==> src/rtl/alarm_clock_multi.sv <==
// 24-hour BCD clock with ALARM_NUM programmable alarms, ring/snooze FSM and up/down field edit.
// Latency: time updates on the edge ending the tick cycle; ring rises two edges after that tick.
// Backpressure: none; key inputs are single-cycle pulses consumed in the cycle they arrive.
module alarm_clock_multi #(
  parameter int TIME_1S    = 50_000_000,
  parameter int CNT_W      = 26,
  parameter int ALARM_NUM  = 4,
  parameter int SEL_W      = 2,
  parameter int RING_SEC   = 60,
  parameter int SNOOZE_SEC = 300,
  parameter int RCNT_W     = 9
) (
  input  logic                 clk,
  input  logic                 rst_n,
  input  logic                 key_mode,
  input  logic                 key_up,
  input  logic                 key_down,
  input  logic                 set_alarm,
  input  logic [SEL_W-1:0]     sel_alarm,
  input  logic [ALARM_NUM-1:0] alarm_en,
  input  logic                 key_stop,
  input  logic                 key_snooze,
  output logic [3:0]           sec_l,
  output logic [3:0]           sec_h,
  output logic [3:0]           min_l,
  output logic [3:0]           min_h,
  output logic [3:0]           hour_l,
  output logic [3:0]           hour_h,
  output logic [3:0]           al_min_l,
  output logic [3:0]           al_min_h,
  output logic [3:0]           al_hour_l,
  output logic [3:0]           al_hour_h,
  output logic [1:0]           adjust,
  output logic                 ring,
  output logic [SEL_W-1:0]     ring_id
);

  localparam logic [CNT_W-1:0]  LP_CNT_MAX  = CNT_W'(TIME_1S - 1);
  localparam logic [RCNT_W-1:0] LP_RING_MAX = RCNT_W'(RING_SEC - 1);
  localparam logic [RCNT_W-1:0] LP_SNZ_MAX  = RCNT_W'(SNOOZE_SEC - 1);

  typedef enum logic [1:0] {S_IDLE, S_RING, S_SNOOZE} state_t;

  // BCD pair increment with wrap to 00 after vmax
  function automatic logic [7:0] bcd_inc(input logic [7:0] v, input logic [7:0] vmax);
    if (v == vmax)           return 8'h00;
    else if (v[3:0] == 4'd9) return {v[7:4] + 4'd1, 4'd0};
    else                     return {v[7:4], v[3:0] + 4'd1};
  endfunction

  // BCD pair decrement with wrap from 00 to vmax
  function automatic logic [7:0] bcd_dec(input logic [7:0] v, input logic [7:0] vmax);
    if (v == 8'h00)          return vmax;
    else if (v[3:0] == 4'd0) return {v[7:4] - 4'd1, 4'd9};
    else                     return {v[7:4], v[3:0] - 4'd1};
  endfunction

  logic [CNT_W-1:0]  r_cnt;
  logic [1:0]        r_adjust;
  logic [7:0]        r_sec, r_min, r_hour;
  logic [7:0]        r_al_min  [ALARM_NUM];
  logic [7:0]        r_al_hour [ALARM_NUM];
  logic              r_upd;
  state_t            r_state, w_state_nxt;
  logic [SEL_W-1:0]  r_ring_id, w_ring_id_nxt;
  logic [RCNT_W-1:0] r_rcnt, w_rcnt_nxt;
  logic [7:0]        w_sec_nxt, w_min_nxt, w_hour_nxt;
  logic              w_tick, w_adv, w_step, w_edit_time, w_edit_al;
  logic              w_hit, w_match;
  logic [SEL_W-1:0]  w_hit_id;

  assign w_tick      = (r_cnt == LP_CNT_MAX);
  // Time keeps running while alarms are being edited; only a time edit freezes it
  assign w_adv       = w_tick && ((r_adjust == 2'd0) || set_alarm);
  assign w_step      = (r_adjust != 2'd0) && (key_up ^ key_down);
  assign w_edit_time = w_step && !set_alarm;
  assign w_edit_al   = w_step && set_alarm;

  // One-second prescaler, free running
  always_ff @(posedge clk or negedge rst_n) begin
    if (!rst_n)      r_cnt <= '0;
    else if (w_tick) r_cnt <= '0;
    else             r_cnt <= r_cnt + CNT_W'(1);
  end

  // Adjust field selector 0 -> 1 -> 2 -> 0
  always_ff @(posedge clk or negedge rst_n) begin
    if (!rst_n)        r_adjust <= 2'd0;
    else if (key_mode) r_adjust <= (r_adjust == 2'd2) ? 2'd0 : r_adjust + 2'd1;
  end

  // Next time: a field edit clears seconds and never carries; otherwise tick with carries
  always_comb begin
    w_sec_nxt  = r_sec;
    w_min_nxt  = r_min;
    w_hour_nxt = r_hour;
    if (w_edit_time) begin
      w_sec_nxt = 8'h00;
      if (r_adjust == 2'd1) w_min_nxt  = key_up ? bcd_inc(r_min, 8'h59)  : bcd_dec(r_min, 8'h59);
      else                  w_hour_nxt = key_up ? bcd_inc(r_hour, 8'h23) : bcd_dec(r_hour, 8'h23);
    end else if (w_adv) begin
      w_sec_nxt = bcd_inc(r_sec, 8'h59);
      if (r_sec == 8'h59) begin
        w_min_nxt = bcd_inc(r_min, 8'h59);
        if (r_min == 8'h59) w_hour_nxt = bcd_inc(r_hour, 8'h23);
      end
    end
  end

  // Time registers and the "time just advanced" flag used by the matcher
  always_ff @(posedge clk or negedge rst_n) begin
    if (!rst_n) begin
      r_sec  <= 8'h00;
      r_min  <= 8'h00;
      r_hour <= 8'h00;
      r_upd  <= 1'b0;
    end else begin
      r_sec  <= w_sec_nxt;
      r_min  <= w_min_nxt;
      r_hour <= w_hour_nxt;
      r_upd  <= w_adv;
    end
  end

  // Alarm registers: only the selected alarm is edited
  always_ff @(posedge clk or negedge rst_n) begin
    if (!rst_n) begin
      for (int k = 0; k < ALARM_NUM; k++) begin
        r_al_min[k]  <= 8'h00;
        r_al_hour[k] <= 8'h00;
      end
    end else begin
      for (int k = 0; k < ALARM_NUM; k++) begin
        if (w_edit_al && (sel_alarm == SEL_W'(k))) begin
          if (r_adjust == 2'd1)
            r_al_min[k]  <= key_up ? bcd_inc(r_al_min[k], 8'h59)  : bcd_dec(r_al_min[k], 8'h59);
          else
            r_al_hour[k] <= key_up ? bcd_inc(r_al_hour[k], 8'h23) : bcd_dec(r_al_hour[k], 8'h23);
        end
      end
    end
  end

  // Alarm match; scanning downward lets the lowest enabled index win
  always_comb begin
    w_hit    = 1'b0;
    w_hit_id = '0;
    for (int k = ALARM_NUM - 1; k >= 0; k--) begin
      if (alarm_en[k] && (r_al_min[k] == r_min) && (r_al_hour[k] == r_hour)) begin
        w_hit    = 1'b1;
        w_hit_id = SEL_W'(k);
      end
    end
    w_match = w_hit && (r_adjust == 2'd0) && (r_state == S_IDLE) && r_upd && (r_sec == 8'h00);
  end

  // Ring FSM state register
  always_ff @(posedge clk or negedge rst_n) begin
    if (!rst_n) begin
      r_state   <= S_IDLE;
      r_ring_id <= '0;
      r_rcnt    <= '0;
    end else begin
      r_state   <= w_state_nxt;
      r_ring_id <= w_ring_id_nxt;
      r_rcnt    <= w_rcnt_nxt;
    end
  end

  // Ring FSM next state: disable/stop beat snooze, which beats the tick timeout
  always_comb begin
    w_state_nxt   = r_state;
    w_ring_id_nxt = r_ring_id;
    w_rcnt_nxt    = r_rcnt;
    case (r_state)
      S_IDLE: begin
        if (w_match) begin
          w_state_nxt   = S_RING;
          w_ring_id_nxt = w_hit_id;
          w_rcnt_nxt    = '0;
        end
      end
      S_RING: begin
        if (!alarm_en[r_ring_id] || key_stop) begin
          w_state_nxt = S_IDLE;
          w_rcnt_nxt  = '0;
        end else if (key_snooze) begin
          w_state_nxt = S_SNOOZE;
          w_rcnt_nxt  = '0;
        end else if (w_tick) begin
          if (r_rcnt == LP_RING_MAX) begin
            w_state_nxt = S_IDLE;
            w_rcnt_nxt  = '0;
          end else begin
            w_rcnt_nxt  = r_rcnt + RCNT_W'(1);
          end
        end
      end
      S_SNOOZE: begin
        if (!alarm_en[r_ring_id] || key_stop) begin
          w_state_nxt = S_IDLE;
          w_rcnt_nxt  = '0;
        end else if (w_tick) begin
          if (r_rcnt == LP_SNZ_MAX) begin
            w_state_nxt = S_RING;
            w_rcnt_nxt  = '0;
          end else begin
            w_rcnt_nxt  = r_rcnt + RCNT_W'(1);
          end
        end
      end
      default: begin
        w_state_nxt = S_IDLE;
        w_rcnt_nxt  = '0;
      end
    endcase
  end

  assign sec_l     = r_sec[3:0];
  assign sec_h     = r_sec[7:4];
  assign min_l     = r_min[3:0];
  assign min_h     = r_min[7:4];
  assign hour_l    = r_hour[3:0];
  assign hour_h    = r_hour[7:4];
  assign al_min_l  = r_al_min[sel_alarm][3:0];
  assign al_min_h  = r_al_min[sel_alarm][7:4];
  assign al_hour_l = r_al_hour[sel_alarm][3:0];
  assign al_hour_h = r_al_hour[sel_alarm][7:4];
  assign adjust    = r_adjust;
  assign ring      = (r_state == S_RING);
  assign ring_id   = r_ring_id;

endmodule
==> config.mk <==
export PLATFORM = sky130hd
export DESIGN_NAME = alarm_clock_multi
export DESIGN_NICKNAME = d
export VERILOG_FILES = /design/src/rtl/alarm_clock_multi.sv
export SDC_FILE = /design/constraint.sdc
export NUM_CORES = 1
export LEC_CHECK = 0
export ABC_AREA = 1
export CORE_UTILIZATION = 40
export CTS_BUF_LIST = sky130_fd_sc_hd__clkbuf_4 sky130_fd_sc_hd__clkbuf_8
export DETAILED_ROUTE_END_ITERATION = 16
export DONT_BUFFER_PORTS = 1
export PLACE_DENSITY = 0.55
export SLEW_MARGIN = 20
export SYNTH_ARGS = -nofsm -noshare
export SYNTH_HDL_FRONTEND = slang
export SYNTH_SLANG_ARGS = --single-unit
==> constraint.sdc <==
create_clock -name clk -period 2.6 [get_ports clk]
set_input_delay 0.52 -clock clk [delete_from_list [all_inputs] [get_ports clk]]
set_output_delay 0.52 -clock clk [all_outputs]
set_load 0.01 [all_outputs]
### Yosys cells after proc, flatten, opt, wreduce, memory -nomap -nowiden

Cells that the tools add are included.

| storage, ports and cells | value |
|---|---|
| flip-flop bits (word level) | 130 |
| bits of input ports | 14 |
| output and inout port bits | 45 |
| word-level logic and storage cells | 319 |

| operators by class | value |
|---|---|
| $add $sub $neg | 45 |
| order comparisons | 2 |
| equality and inequality tests | 57 |
| multiplexer cells | 99 |
| bitwise operators | 3 |
| reduce and logical (&&, ||, !) cells | 85 |

Operators by type and width:

| kind | count |
|---|---|
| $mux 8 | 67 |
| $add 4x1->4 const B | 22 |
| $logic_not 8->1 | 11 |
| $sub 4x1->4 const B | 20 |
| $mux 9 | 8 |
| $eq 8x8->1 | 8 |
| $eq 8x7->1 const B | 6 |
| $eq 4x4->1 const B | 11 |
| $eq 8x6->1 const B | 5 |
| $logic_not 4->1 | 10 |
| $reduce_and 4->1 | 10 |
| $bmux 8 s2 | 2 |
| $pmux 9 s3 | 1 |
| $reduce_bool 3->1 | 9 |
| $add 26x1->26 const B | 1 |
| $eq 26x26->1 const B | 1 |
| $mux 2 | 13 |
| $mux 26 | 1 |
| $ne 3x1->1 const B | 8 |
| $logic_and 1x1->1 | 20 |
| $reduce_and 2->1 | 10 |
| $ne 4x2->1 const B | 4 |
| $reduce_and 5->1 | 2 |
| $add 9x1->9 const B | 1 |
| 21 further kinds | 40 |

### Depth between registers and ports, before layout

| logic depth | value |
|---|---|
| depth in word-level cells | 13 |
| gate-level depth with buffers | 16 |
| mapped depth without buffers | 15 |

### Worst setup path before layout

No wires, ideal clock.

| path | value |
|---|---|
| path type | input-to-output |
| start point | input sel_alarm[0] |
| end point | output al_hour_h[2] |
| data arrival time | 1.364 ns |
| data required time | 2.080 ns |
| path slack | 0.716 ns |
| cell stages on the path | 5 |
| buffers on the path | 1 |
| cell sequence | inv_1 nor2_1 clkbuf_1 a21oi_1 o21ai_0 |

| on the way | value |
|---|---|
| word-level cells in the longest chain between the ends | 4 |

RTL lines:

| what | RTL line | RTL |
|---|---|---|
| start, declared | 19 | `input logic [SEL_W-1:0] sel_alarm,` |
| $not 2->3 (implied by the code) | 228 | `assign al_hour_h = r_al_hour[sel_alarm][7:4];` |
| $bmux 8 s2 | 228 |  |
| $mux 8 (implied by the code) (2 in a row) | 228 |  |
| end, declared | 32 | `output logic [3:0] al_hour_h,` |

Every way passes these cells. The select of a mux whose other input is x is not followed.

### Worst setup path after layout

| path | value |
|---|---|
| start point | register r_adjust[1], in the netlist adjust[1] |
| end point | register r_al_min[20] in the netlist's numbering |

| on the way | value |
|---|---|
| word-level cells in the longest chain between the ends | 5 |
| elaborated cells on any way between the ends | 6 |
| those cells by class | eq/ne (1); reduce/logical (5) |

RTL lines:

| what | RTL line | RTL |
|---|---|---|
| start, declared | 59 | `logic [1:0] r_adjust;` |
| start signal, assigned | 89 | `else if (key_mode) r_adjust <= (r_adjust == 2'd2) ? 2'd0 : r_adjust + 2'd1;` |
| $reduce_bool 2->1 | 75 | `assign w_step = (r_adjust != 2'd0) && (key_up ^ key_down);` |
| $logic_and 1x1->1 | 75 |  |
| $logic_and 1x1->1 | 77 | `assign w_edit_al = w_step && set_alarm;` |
| $logic_and 1x1->1 | 134 | `if (w_edit_al && (sel_alarm == SEL_W'(k))) begin` |
| $reduce_and 4->1 (no line) (*) | - |  |
| end signal, assigned by index | 136 | `r_al_min[k] <= key_up ? bcd_inc(r_al_min[k], 8'h59) : bcd_dec(r_al_min[k], 8'h59);` |
| end, declared | 61 | `logic [7:0] r_al_min [ALARM_NUM];` |

Mark *: on every way between the ends. The rest lies on a longest branch, timed or not.
A chain may end at the register's enable or synchronous reset.

==> flow_summary.ini <==
[finish]
nFillCells = 2753
final_area_sq_um = 11500
layout.cells.most_common = nand2_1
area_delta_synth_final_pct = 7.66
diodes = 0
final_cell_mix = nand2_1 (331), inv_1 (180), nor2_1 (155)
drive_gt1_share_pct = 6.71
finalNetCount = 1599

[pwr]
finalPower_mw = 9.07
ir_drop_mv = 0.390
powerDensity_nw_per_um2 = 788
leakagePower_nw = 5.34

[timing]
maxSlewHeadroom_pct = 49.8
fin_crit_sh_pct = 89.2
finalHoldViolCount = 130
fin_ws_ps = 281
setup_viol = 0
finClkSkew_ps = 18.4
hold_ws_ps = -287
min_period_ps = 2320
finalSetupTns_ps = 0
rsz0062_at_grt = false
slew_violations = 0
fmax_ghz = 0.431
worstMarginPinSlew_ps = 752

[yosys]
yosysUniqueCellTypes = 53
netlist_instances = 1506
ys_seq_elements = 130
yosys_warnings = 0
avgSynthCellArea_sq_um = 7.10
syn_area_sq_um = 10700
syn-num-nets = 1599
seq_area_frac_synth_pct = 30.4

[clocking]
clk_pin_slew_ps = 100
cts.sink_count = 130
worstSkewPairLatency_ps = 490
clockRootBuffer = clkbuf_8
cts_tree = yes
cts_inserted_buffers = 17
cts_setup_buffers = 0
cts_buffer_depth = 2
h-tree-depth = 4

[placed_design]
dpl_worst_slack_ps = 251
gp_congestion = 0.914
dpl-instance-area_sq_um = 11100
port_buffers = 0
hpwl_um = 25200

[global_route]
grt_overflow = 0
antenna_found_initial = 0
grt_max_degree = 131
grt_pass1_vias = 9288
track_usage_pct = 25.2
grt_pass1_wl_um = 52600

[floorplan]
die_y_um = 165
initial_core_util_pct = 40.9
core_sq_um = 26100
pin_count = 59
die_area_sq_um = 27400
rows = 59
die_x_um = 165

[critical_path]
r2r-end = r_al_min[20]$_DFFE_PN0P_
critical_path_required_ps = 2960
slowest_stage = dfrtp_1
cp-start-kind = flip-flop
max_stage_delay_ps = 450
regToRegSetupSlack_ps = 280
crit_arrival_ps = 2680
r2r_start = adjust[1]$_DFFE_PN0P_
critPathCaptureType = flip-flop
cp_cell_sequence = nor2_1 -> inv_1 -> nand3_1 -> nor3_2 -> nand2_1 -> nor2_1 -> o21ai_0 -> nand2_1 -> o41ai_1
critical_path.max_fanout = 6
critPathKind = flip-flop to flip-flop
reg2reg_depth = 9
crit_buf_inv = 1
crit_family = simple AND/OR/NAND/NOR gates

[min_path]
hold_path_class = primary input to async pin

[drt]
dr_total_vias = 10100
detail-route-antenna-nets = 0
drc_errors = 0
drt_iter0_drc = 868
firstDrtPassIters = 5
routed_wl_um = 33300
wire_per_inst_um = 17.9
vias_per_cell = 5.45

[job]
max_cap_violations = 0

[status]
violations = negative hold slack
outcome = finished with violations
area by class of cell:
| cell class | count | area [sq um] | area share [%] |
|---|---|---|---|
| Multi-Input combinational cell | 1139 | 6500 | 56.5 |
| Sequential cell | 130 | 3250 | 28.3 |
| Inverter | 191 | 717 | 6.23 |
| Tap cell | 335 | 419 | 3.64 |
| Clock buffer | 17 | 234 | 2.03 |
| Timing Repair Buffer | 27 | 215 | 1.87 |
| Clock inverter | 15 | 164 | 1.42 |
state kept, by name, indices dropped and copies added, names as in the netlist:
register and cells:
r_al_min 32, ring_id 2, r_upd 1, adjust 2, r_state 2, r_al_hour 32
r_rcnt 9, r_sec 8, r_min 8, r_cnt 26, r_hour 8
Yosys cell counts (all sizes together):
library cell / n / area share, %
nand3b: 3 / 0.33
ha: 79 / 9.3
o211ai: 13 / 0.91
nand4: 17 / 1.0
o21a: 1 / 0.070
or2: 2 / 0.12
a311oi: 1 / 0.082
dfrtp: 130 / 30
inv: 187 / 6.6
clkinv: 4 / 0.14
o32a: 1 / 0.094
clkbuf: 24 / 0.91
a32o: 3 / 0.28
buf: 22 / 1.1
xor2: 65 / 5.3
o32ai: 1 / 0.082
a41oi: 2 / 0.16
o22ai: 18 / 1.1
o221ai: 19 / 1.6
xnor2: 24 / 2.0
o221a: 1 / 0.11
nor4: 7 / 0.41
a31oi: 21 / 1.2
nor3: 28 / 1.5
nor4b: 1 / 0.082
nand3: 103 / 5.3
o21ai: 161 / 7.7
o41ai: 1 / 0.082
o21bai: 2 / 0.14
nor3b: 2 / 0.19
a211oi: 8 / 0.75
nand2: 339 / 12
nor2: 162 / 5.9
a22oi: 16 / 1.1
or3b: 1 / 0.082
a21oi: 37 / 1.7
worst max path at each step:
stage	startpoint	endpoint	depth (start not counted)
finish	adjust[1]$_DFFE_PN0P_	r_al_min[20]$_DFFE_PN0P_	9
global route	r_al_min[8]$_DFFE_PN0P_	r_al_min[13]$_DFFE_PN0P_	10
CTS	r_al_min[8]$_DFFE_PN0P_	r_al_min[13]$_DFFE_PN0P_	10
detailed placement	key_up	r_al_min[20]$_DFFE_PN0P_	8
global placement	key_up	r_al_min[20]$_DFFE_PN0P_	8
floorplan	sel_alarm[0]	al_hour_h[2]	5
cells by family after synthesis:
group | share of synthesized area (%)
AOI/OAI and AO/OA | 17.1
xor gates and xnor gates | 7.30
adders and majority gates | 9.25
buffers and inverters | 8.76
DFF | 30.4
and+or+nand+nor | 27.1
routing by layer:
| layer | up-vias | wire length [um] | track usage (%) |
|---|---|---|---|
| met4 | 0 | 1280 | 11.8 |
| met2 | 307 | 14800 | 38.4 |
| met3 | 59 | 1970 | 4.75 |
| li1 | 5005 | - | - |
| met1 | 4735 | 15200 | 34.3 |
| met5 | - | 0 | 0 |
stage by stage:
step / utilization (%) / std cells
after detailed placement: 42.5 / 1822
after floorplan: - / 1506
final: 44.0 / 1854
after CTS: 44.0 / 1854
after global placement: 42.5 / 1822
after global routing: 44.0 / 1854
report_power, final:
part	internal, mW	leakage [nW]	switching, mW
clock network	0.726	0.202	1.09
logic	1.44	3.56	2.35
registers	2.43	1.58	1.03
total	4.60	5.34	4.47
repair_timing:
action                                  CTS  global route
resized for setup                         0             1
endpoints found under the setup margin    0             4
endpoints found under the hold margin   130           130
Power figures use the tool's default switching activity.
